File: src/rtl/rollout_scheduler_if.sv
// Handshake bundle between the game FSM, the rollout scheduler and the shared
// rollout engine. The scheduler takes the master view; the environment takes the slave view.
interface rollout_scheduler_if #(
  parameter int SCORE_W = 36
);
  logic               start;
  logic [3:0]         cand_valid;
  logic               eng_start;
  logic [1:0]         eng_sel;
  logic               eng_done;
  logic [SCORE_W-1:0] eng_score;
  logic               busy;
  logic               done;
  logic [2:0]         best_dir;
  logic               timeout_err;

  modport master (
    input  start, cand_valid, eng_done, eng_score,
    output eng_start, eng_sel, busy, done, best_dir, timeout_err
  );

  modport slave (
    output start, cand_valid, eng_done, eng_score,
    input  eng_start, eng_sel, busy, done, best_dir, timeout_err
  );
endinterface

File: src/rtl/rollout_scheduler.sv
// Shares one Monte-Carlo rollout engine across the four 2048 candidate moves and
// picks the best-scoring one. Optional macro SCHED_SINGLE_CAND_SKIP_EN skips rollouts for a lone candidate.
module rollout_scheduler #(
  parameter int NUM_ROLL = 8,
  parameter int SCORE_W  = 36,
  parameter int ACC_W    = 40,
  parameter int TIMEOUT  = 4096
) (
  input  logic clk,
  input  logic rst,
  rollout_scheduler_if.master bus
);
  localparam int ROLL_W = (NUM_ROLL > 1) ? $clog2(NUM_ROLL) : 1;
  localparam int WAIT_W = $clog2(TIMEOUT + 1);
  localparam int SUM_W  = ((ACC_W > SCORE_W) ? ACC_W : SCORE_W) + 1;
  localparam logic [SUM_W-1:0] ACC_MAX = SUM_W'({ACC_W{1'b1}});

  typedef enum logic [1:0] {S_IDLE, S_LAUNCH, S_WAIT, S_DECIDE} state_e;
  typedef struct packed {
    logic       found;
    logic [1:0] idx;
  } pick_t;

  // Lowest set bit of m at or above position lo.
  function automatic pick_t next_set(input logic [3:0] m, input int lo);
    pick_t p;
    p = '0;
    for (int i = 3; i >= 0; i--) begin
      if (m[i] && i >= lo) begin
        p.found = 1'b1;
        p.idx   = 2'(i);
      end
    end
    return p;
  endfunction

  function automatic logic [ACC_W-1:0] sat_add(input logic [ACC_W-1:0] a,
                                               input logic [SCORE_W-1:0] b);
    logic [SUM_W-1:0] s;
    s = SUM_W'(a) + SUM_W'(b);
    return (s > ACC_MAX) ? {ACC_W{1'b1}} : s[ACC_W-1:0];
  endfunction

  state_e             state_q, state_d;
  logic [3:0]         mask_q, mask_d;
  logic [1:0]         cur_q, cur_d;
  logic [ROLL_W-1:0]  roll_q, roll_d;
  logic [WAIT_W-1:0]  wait_q, wait_d;
  logic [ACC_W-1:0]   acc_q [4];
  logic [ACC_W-1:0]   acc_d [4];
  logic [2:0]         best_dir_q, best_dir_d;
  logic               done_q, done_d;
  logic               timeout_err_q, timeout_err_d;

  pick_t              first_s, next_s;
  logic               single_cand;
  logic               finish;
  logic [2:0]         best_dir_c;
  logic [ACC_W-1:0]   best_acc;

  assign first_s = next_set(bus.cand_valid, 0);
  assign next_s  = next_set(mask_q, int'(cur_q) + 1);

`ifdef SCHED_SINGLE_CAND_SKIP_EN
  assign single_cand = (bus.cand_valid != 4'd0) &&
                       ((bus.cand_valid & (bus.cand_valid - 4'd1)) == 4'd0);
`else
  assign single_cand = 1'b0;
`endif

  // Highest masked total; ascending scan with strict '>' gives UP > DOWN > LEFT > RIGHT on ties.
  always_comb begin
    best_dir_c = 3'd0;
    best_acc   = '0;
    for (int i = 0; i < 4; i++) begin
      if (mask_q[i] && (best_dir_c == 3'd0 || acc_q[i] > best_acc)) begin
        best_dir_c = 3'(i + 1);
        best_acc   = acc_q[i];
      end
    end
  end

  always_comb begin
    // NOTE: every variable gets a default first so no path leaves one unassigned (no latches).
    state_d       = state_q;
    mask_d        = mask_q;
    cur_d         = cur_q;
    roll_d        = roll_q;
    wait_d        = wait_q;
    acc_d         = acc_q;
    best_dir_d    = best_dir_q;
    done_d        = 1'b0;
    timeout_err_d = timeout_err_q;
    finish        = 1'b0;

    case (state_q)
      S_IDLE: begin
        if (bus.start) begin
          mask_d        = bus.cand_valid;
          acc_d         = '{default: '0};
          timeout_err_d = 1'b0;
          roll_d        = '0;
          if (!first_s.found || single_cand) begin
            state_d = S_DECIDE;
          end else begin
            cur_d   = first_s.idx;
            state_d = S_LAUNCH;
          end
        end
      end
      S_LAUNCH: begin
        wait_d  = '0;
        state_d = S_WAIT;
      end
      S_WAIT: begin
        wait_d = wait_q + 1'b1;
        if (bus.eng_done) begin
          acc_d[cur_q] = sat_add(acc_q[cur_q], bus.eng_score);
          finish       = 1'b1;
        end else if (wait_q == WAIT_W'(TIMEOUT - 1)) begin
          timeout_err_d = 1'b1;
          finish        = 1'b1;
        end
        if (finish) begin
          if (roll_q != ROLL_W'(NUM_ROLL - 1)) begin
            roll_d  = roll_q + 1'b1;
            state_d = S_LAUNCH;
          end else if (next_s.found) begin
            cur_d   = next_s.idx;
            roll_d  = '0;
            state_d = S_LAUNCH;
          end else begin
            state_d = S_DECIDE;
          end
        end
      end
      S_DECIDE: begin
        best_dir_d = best_dir_c;
        done_d     = 1'b1;
        state_d    = S_IDLE;
      end
      default: state_d = S_IDLE;
    endcase
  end

  always_ff @(posedge clk or negedge rst) begin
    if (!rst) begin
      state_q       <= S_IDLE;
      mask_q        <= '0;
      cur_q         <= '0;
      roll_q        <= '0;
      wait_q        <= '0;
      // NOTE: the four accumulators are plain flops, not a RAM, so they reset with everything else.
      acc_q         <= '{default: '0};
      best_dir_q    <= '0;
      done_q        <= 1'b0;
      timeout_err_q <= 1'b0;
    end else begin
      // NOTE: non-blocking updates keep every register sampling pre-edge values.
      state_q       <= state_d;
      mask_q        <= mask_d;
      cur_q         <= cur_d;
      roll_q        <= roll_d;
      wait_q        <= wait_d;
      acc_q         <= acc_d;
      best_dir_q    <= best_dir_d;
      done_q        <= done_d;
      timeout_err_q <= timeout_err_d;
    end
  end

  assign bus.eng_start   = (state_q == S_LAUNCH);
  assign bus.eng_sel     = cur_q;
  assign bus.busy        = (state_q != S_IDLE);
  assign bus.done        = done_q;
  assign bus.best_dir    = best_dir_q;
  assign bus.timeout_err = timeout_err_q;
endmodule

File: src/flat_wrapper.sv
// flat-port wrapper written by rule: the top's interface ports become plain ports
module rollout_scheduler_flat 
#(
  parameter int NUM_ROLL = 8,
  parameter int SCORE_W  = 36,
  parameter int ACC_W    = 40,
  parameter int TIMEOUT  = 4096
)
  (clk, rst, bus_start, bus_cand_valid, bus_eng_done, bus_eng_score, bus_eng_start, bus_eng_sel, bus_busy, bus_done, bus_best_dir, bus_timeout_err);
  rollout_scheduler_if #(.SCORE_W(SCORE_W)) bus_i ();
  input  logic clk;
  input  logic rst;
  input wire logic [$bits(bus_i.start)-1:0] bus_start;
  input wire logic [$bits(bus_i.cand_valid)-1:0] bus_cand_valid;
  input wire logic [$bits(bus_i.eng_done)-1:0] bus_eng_done;
  input wire logic [$bits(bus_i.eng_score)-1:0] bus_eng_score;
  output wire logic [$bits(bus_i.eng_start)-1:0] bus_eng_start;
  output wire logic [$bits(bus_i.eng_sel)-1:0] bus_eng_sel;
  output wire logic [$bits(bus_i.busy)-1:0] bus_busy;
  output wire logic [$bits(bus_i.done)-1:0] bus_done;
  output wire logic [$bits(bus_i.best_dir)-1:0] bus_best_dir;
  output wire logic [$bits(bus_i.timeout_err)-1:0] bus_timeout_err;
  assign bus_i.start = bus_start;
  assign bus_i.cand_valid = bus_cand_valid;
  assign bus_i.eng_done = bus_eng_done;
  assign bus_i.eng_score = bus_eng_score;
  assign bus_eng_start = bus_i.eng_start;
  assign bus_eng_sel = bus_i.eng_sel;
  assign bus_busy = bus_i.busy;
  assign bus_done = bus_i.done;
  assign bus_best_dir = bus_i.best_dir;
  assign bus_timeout_err = bus_i.timeout_err;
  rollout_scheduler #(.NUM_ROLL(NUM_ROLL), .SCORE_W(SCORE_W), .ACC_W(ACC_W), .TIMEOUT(TIMEOUT)) u_core (.clk(clk), .rst(rst), .bus(bus_i));
endmodule
File: config.mk
export PLATFORM = sky130hd
export DESIGN_NAME = rollout_scheduler_flat
export DESIGN_NICKNAME = d
export VERILOG_FILES = /design/src/rtl/rollout_scheduler_if.sv /design/src/rtl/rollout_scheduler.sv /design/src/flat_wrapper.sv
export SDC_FILE = /design/constraint.sdc
export NUM_CORES = 1
export LEC_CHECK = 0
export ABC_CLOCK_PERIOD_IN_PS = 14500
export BUFFER_PORTS_ARGS = -buffer_cell sky130_fd_sc_hd__buf_4
export CAP_MARGIN = 5
export CORE_ASPECT_RATIO = 1.75
export CORE_MARGIN = 5
export CORE_UTILIZATION = 30
export CTS_CLUSTER_DIAMETER = 200
export DETAILED_ROUTE_END_ITERATION = 16
export SLEW_MARGIN = 20
export SYNTH_ARGS = -nofsm -noshare
export SYNTH_HDL_FRONTEND = slang
export SYNTH_SLANG_ARGS = --single-unit
File: constraint.sdc
create_clock -name clk -period 14.5 [get_ports clk]
set_input_delay 0.725 -clock clk [delete_from_list [all_inputs] [get_ports clk]]
set_output_delay 0.725 -clock clk [all_outputs]
set_load 0.01 [all_outputs]
* Yosys cells after proc, flatten, opt, wreduce, memory -nomap -nowiden
Index checks and enable logic that the tools add are counted.
Storage, ports and cells: flip-flop bits (word level) 189, bits in latches 0, bits in writable memories 0, bits in read-only memories 0, input port bits 44, output and inout bits 9, memories 0
Cells by class: add/subtract/negate cells 4, multipliers 0, div/mod/pow operators 0, $lt $le $gt $ge 10, equality and inequality tests 14, shift-type cells 0, mux-type cells 51, bitwise operators 1, reductions and logical operators 24
Operators with widths (number):
- $mux 160 | 2
- $pmux 160 s2 | 1
- $mux 40 | 7
- $bwmux 160 | 1
- $gt 40x40->1 | 3
- $bmux 40 s2 | 1
- $demux 40 s2 | 1
- $ge 3x32->1 const A | 2
- $add 40x36->41 | 1
- $gt 41x40->1 const B | 1
- $mux 3 | 13
- $ge 1x32->1 const A | 1
- $ge 2x32->1 const A | 1
- $pmux 13 s2 | 1
- $mux 2 | 12
- $add 13x1->13 const B | 1
- $eq 13x12->1 const B | 1
- $logic_not 3->1 | 3
- $logic_and 1x1->1 | 8
- $mux 1 | 8
- $ne 2x1->1 const B | 4
- $ne 2x2->1 const B | 4
- $pmux 2 s4 | 1
- $reduce_and 4->1 | 2
- other kinds (18) | 24

* Logic depth before layout (Yosys ltp)
word-level depth 13, mapped depth 31, mapped depth without buffers 26

* Least setup slack after synthesis
No wires, ideal clock.
kind register -> register, start point register u_core.mask_q[0], end point register u_core.best_dir_q[2], in the netlist u_core.bus.best_dir[2], setup time 119 ps, data arrival time 6348 ps, required time 14381 ps, slack 8033 ps, cell stages (with the launch flop) 32, cells stage by stage dfrtp_1 clkbuf_1 buf_1 nand2_1 ha_1 a21o_1 a21o_1 a21oi_1 o2111ai_1 nor3_1 a21o_1 clkbuf_1 buf_2 mux2_2 ha_1 a21oi_1 o21ai_0 nand2b_1 a2111oi_0 a2111oi_0 a31oi_1 buf_2 mux2_2 ha_1 a21oi_1 o21ai_0 a21o_1 a211oi_1 nor2_1 a2111oi_0 a21oi_1 o21a_1
Between the ends: longest elaborated chain between the ends 13, elaborated cells on any way between the ends 19, those cells by class order compare (3); mux (7); reduce/logical (9)
RTL lines:
- from (decl) | RTL line rollout_scheduler.sv:45 | logic [3:0] mask_q, mask_d;
- from (signal assigned) | RTL line rollout_scheduler.sv:161 | mask_q <= mask_d;
- $mux 40 or $mux 1 (tied branches) | RTL line rollout_scheduler.sv:76 | if (mask_q[i] && (best_dir_c == 3'd0 || acc_q[i] > best_acc)) begin
- $gt 40x40->1 or $logic_not 3->1 (tied branches) | RTL line rollout_scheduler.sv:76
- $logic_or 1x1->1 | RTL line rollout_scheduler.sv:76
- $logic_and 1x1->1 | RTL line rollout_scheduler.sv:76
- $mux 40 or $mux 2 (tied branches) | RTL line rollout_scheduler.sv:76
- $gt 40x40->1 or $logic_not 3->1 (tied branches) | RTL line rollout_scheduler.sv:76
- $logic_or 1x1->1 | RTL line rollout_scheduler.sv:76
- $logic_and 1x1->1 | RTL line rollout_scheduler.sv:76
- $mux 40 or $mux 2 (tied branches) | RTL line rollout_scheduler.sv:76
- $gt 40x40->1 or $logic_not 3->1 (tied branches) | RTL line rollout_scheduler.sv:76
- $logic_or 1x1->1 (*) | RTL line rollout_scheduler.sv:76
- $logic_and 1x1->1 (*) | RTL line rollout_scheduler.sv:76
- $mux 3 (*) | RTL line rollout_scheduler.sv:76
- to (signal assigned) | RTL line rollout_scheduler.sv:166 | best_dir_q <= best_dir_d;
- to (decl) | RTL line rollout_scheduler.sv:51 | logic [2:0] best_dir_q, best_dir_d;
Mark *: on every way between the ends. The rest lies on a longest branch, timed or not. A chain may end at the register's enable or synchronous reset.

* Worst setup path after layout
start point register u_core.mask_q[0], end point register u_core.best_dir_q[0], in the netlist u_core.bus.best_dir[0]
Between the ends: longest elaborated chain between the ends 13, elaborated cells on any way between the ends 19, those cells by class order compare (3); mux (7); reduce/logical (9)
RTL lines (RTL line):
- $mux 40 or $mux 1 (tied branches) | rollout_scheduler.sv:76
- $gt 40x40->1 or $logic_not 3->1 (tied branches) | rollout_scheduler.sv:76
- $logic_or 1x1->1 | rollout_scheduler.sv:76
- $logic_and 1x1->1 | rollout_scheduler.sv:76
- $mux 40 or $mux 2 (tied branches) | rollout_scheduler.sv:76
- $gt 40x40->1 or $logic_not 3->1 (tied branches) | rollout_scheduler.sv:76
- $logic_or 1x1->1 | rollout_scheduler.sv:76
- $logic_and 1x1->1 | rollout_scheduler.sv:76
- $mux 40 or $mux 2 (tied branches) | rollout_scheduler.sv:76
- $gt 40x40->1 or $logic_not 3->1 (tied branches) | rollout_scheduler.sv:76
- $logic_or 1x1->1 | rollout_scheduler.sv:76
- $logic_and 1x1->1 | rollout_scheduler.sv:76
- $mux 3 (*) | rollout_scheduler.sv:76
Marks and branches as above.

==> metrics.md <==
| Metric | Value |
|---|---|
| Status | `completed` |
| CP Capture Type | `register` |
| Post-synthesis instance area | `14,600 µm²` |
| Die Ht | `302 µm` |
| VDD IR max | `139 µV` |
| FILL cells | `5,033` |
| Total track usage | `18.6%` |
| Width of the die | `177 µm` |
| First-pass GRT wire length | `76,500 µm` |
| Dpl hpwl | `36,800 µm` |
| CTS Buf Count | `17` |
| Post-synth top area share | `32.3%` |
| Final Wtd Congestion | `0.913` |
| ANT nets after route | `0` |
| IO Pins | `53` |
| Max_cap viols | `0` |
| Seq cells post-synth | `189` |
| Worst Setup Path Type | `register to register` |
| NetSw | `1.30 mW` |
| Final hold viol count | `0` |
| Total Wirelength | `49,800 µm` |
| FP Rows | `107` |
| CTS tree | `yes` |
| Area occupied by multi-input gates | `9210 µm²` |
| Diodes inserted | `0` |
| Worst R2R Path Depth | `24` |
| Max Clock Skew | `13.0 ps` |
| Final #Nets | `1,854` |
| Depth of the CTS H-tree | `4` |
| CP Launch Type | `register` |
| Non-Filler Instances | `2,313` |
| Ys Warns | `0` |
| Clock transition at the registers of the reported paths | `80 ps` |
| Reg2reg start | `u_core.mask_q[0]$_DFFE_PN0P_` |
| RR Endpoint | `u_core.bus.best_dir[0]$_DFFE_PN0P_` |
| Clk pwr share | `17.8%` |
| Final critical-path required period | `9390 ps` |
| Placed cell count | `2,281` |
| CP cell instances | `buf_4 > nand2_1 > ha_1 > a21o_1 > a21o_1 > a21oi_1 > o2111ai_1 > nor3_1 > a21o_2 > mux2_2 > ha_1 > nand4_1 > nor4_1 > o311ai_0 > a31oi_4 > mux2_2 > ha_1 > a21oi_1 > nor2_1 > a211oi_1 > o21ai_0 > a2111oi_0 > a21oi_1 > o2bb2ai_1` |
| Max Freq | `0.106 GHz` |
| Post-synth EDFFs | `0` |
| Period utilization | `64.8%` |
| Core ar. | `48,500 µm²` |
| Top FF cell, synth | `dfrtp_1` |
| Drt wl/cell | `21.5 µm` |
| Clk sinks | `189` |
| Synthesized Nets | `1,848` |
| Synth cell types | `69` |
| Reg2reg setup slack | `5110 ps` |
| Synth area leader | `dfrtp_1` |
| Largest net degree at the start of global routing | `70` |
| Gate Count Post-Synth | `1,640` |
| Worst-Margin Slew | `1190 ps` |
| Vias | `12,800` |
| PortBufs | `52` |
| DRC | `0` |
| P_leak | `7.07 nW` |
| Pint | `1.39 mW` |
| Reg power frac | `26.0%` |
| Vias per cell | `5.53` |
| Setup TNS | `0 ps` |
| Clock buffer depth | `2` |
| Initial Util | `30.2%` |
| Post-CTS Hold Fix Bufs | `0` |
| Synth cell count leaders | `nand2_1 (255), dfrtp_1 (189), o21ai_0 (167)` |
| First-pass DRT Iterations | `5` |
| Synth Area per Inst | `8.93 µm²` |
| Pwr Density | `165 nW/µm²` |
| Overflow after GRT | `0` |
| Comb power frac | `56.2%` |
| Worst-Skew Late Latency | `460 ps` |
| Vias in the first global route | `13,200` |
| Gates resized, CTS repair | `0` |
| Dominant cells by area after synthesis | `dfrtp_1 (32%), ha_1 (14%), nand2_1 (6.5%), mux2_2 (6.5%), mux4_2 (6.2%)` |
| HP Class | `input pin to asynchronous set/reset pin` |
| Seq/Total Area, Yosys | `32.3%` |
| DIE AREA | `53,500 µm²` |
| Initial antenna violation count | `1` |
| Ys async rst share | `100%` |
| RSZ-0062 raised after global routing | `no` |
| Critical path peak fanout | `46` |
| Most frequent cell after synthesis | `nand2_1` |
| DRT iter0 DRCs | `813` |
| Root Buffer | `clkbuf_16` |
| Switching fraction of total power | `48.4%` |
| Critical path's largest stage delay | `970 ps` |
| CP max-delay cell | `a21o_2` |
| Reg area | `4730 µm²` |
| Critical path arrival | `9770 ps` |
| WP data required | `14,880 ps` |
| Slew Viols, Final | `0` |
| Final setup fails | `0` |
| Post-CTS setup repair buffer count | `0` |
| Relative slew slack | `20.9%` |
| Share of cells above drive strength 1 | `14.9%` |
| Area Overhead vs Synth | `11.1%` |
layout by cell type, fill, tap and decap left out, types with 21 or more instances in the layout:
master	instances
nand2_1	253
dfrtp_1	187
o21ai_0	167
ha_1	163
inv_1	104
a21oi_1	91
nor2_1	85
mux2_2	84
buf_4	69
mux4_2	40
a21o_1	38
nand3_1	38
nand4_1	33
xnor2_1	23
nor3_1	21
worst max-delay path, delay by kind of cell, from the launching register on:
kind	cells	cell delay, ps
multiplexers	2	880
buffers and inverters	1	470
flip-flops	1	320
adder cells (fa/ha/maj)	3	930
AND/OR/NAND/NOR	5	1560
AO/OA/AOI/OAI	13	5050
stage by stage:
step                power, mW  setup slack [ps]  util, %  hold WS [ps]  cell area (µm²)
CTS                      2.69              5090     33.6           240            16300
floorplan                1.70              8030        -           429            14600
detailed placement       2.21              5130     32.4           498            15700
global placement         2.19              5230     32.4           491            15700
global route             2.83              4750     33.6           264            16300
finish                   2.69              5110     33.6           230            16300
area by class of cell:
class / instances / share of cell area [%]
clock buffers: 19 / 2.78
repair buffers: 70 / 3.27
inverters: 104 / 2.40
flip-flops and latches: 189 / 29.1
multi-input cells: 1264 / 56.6
well taps: 654 / 5.03
clock inverters: 13 / 0.784
flip-flops by register name (all words and copies together) (netlist names):
| signal | count |
|---|---|
| u_core.acc_q | 160 |
| u_core.bus.timeout_err | 1 |
| u_core.bus.best_dir | 3 |
| u_core.roll_q | 3 |
| u_core.wait_q | 13 |
| u_core.state_q | 2 |
| u_core.bus.done | 1 |
| u_core.mask_q | 4 |
| u_core.bus.eng_sel | 2 |
worst max path at each step:
stage                                       startpoint                                  to  cells past startpoint
after detailed placement  u_core.mask_q[0]$_DFFE_PN0P_  u_core.bus.best_dir[1]$_DFFE_PN0P_                     24
final                     u_core.mask_q[0]$_DFFE_PN0P_  u_core.bus.best_dir[0]$_DFFE_PN0P_                     24
after CTS                 u_core.mask_q[0]$_DFFE_PN0P_  u_core.bus.best_dir[0]$_DFFE_PN0P_                     24
after floorplan           u_core.mask_q[0]$_DFFE_PN0P_  u_core.bus.best_dir[2]$_DFFE_PN0P_                     31
after global routing      u_core.mask_q[0]$_DFFE_PN0P_  u_core.bus.best_dir[0]$_DFFE_PN0P_                     25
after global placement    u_core.mask_q[0]$_DFFE_PN0P_  u_core.bus.best_dir[2]$_DFFE_PN0P_                     25
per-layer routing:
layer / routed length (µm) / GRT usage, %
met5: 0 / 0
met4: 4440 / 14.7
met3: 2060 / 2.89
met2: 26500 / 34.5
met1: 16800 / 18.2
kinds of logic (layout without fill, tap and decap cells):
logic type	count (synthesis)	in the layout	share of synthesized area, %
XOR/XNOR	35	35	2.09
AND/OR/NAND/NOR	500	500	15.2
AO/OA/AOI/OAI	439	439	18.6
buffers and inverters	187	206	5.01
adder cells (fa/ha/maj)	164	164	14.1
flip-flops	189	189	32.3
multiplexers	126	126	12.7
power groups by stage:
stage	registers, mW	clock network, mW	logic, mW
2_1_floorplan	0.653	0	1.05
3_3_place_gp	0.706	0	1.49
3_5_place_dp	0.707	0	1.50
4_1_cts	0.697	0.485	1.51
5_1_grt	0.706	0.504	1.62
6_report	0.698	0.478	1.51
Power figures use the tool's default switching activity.
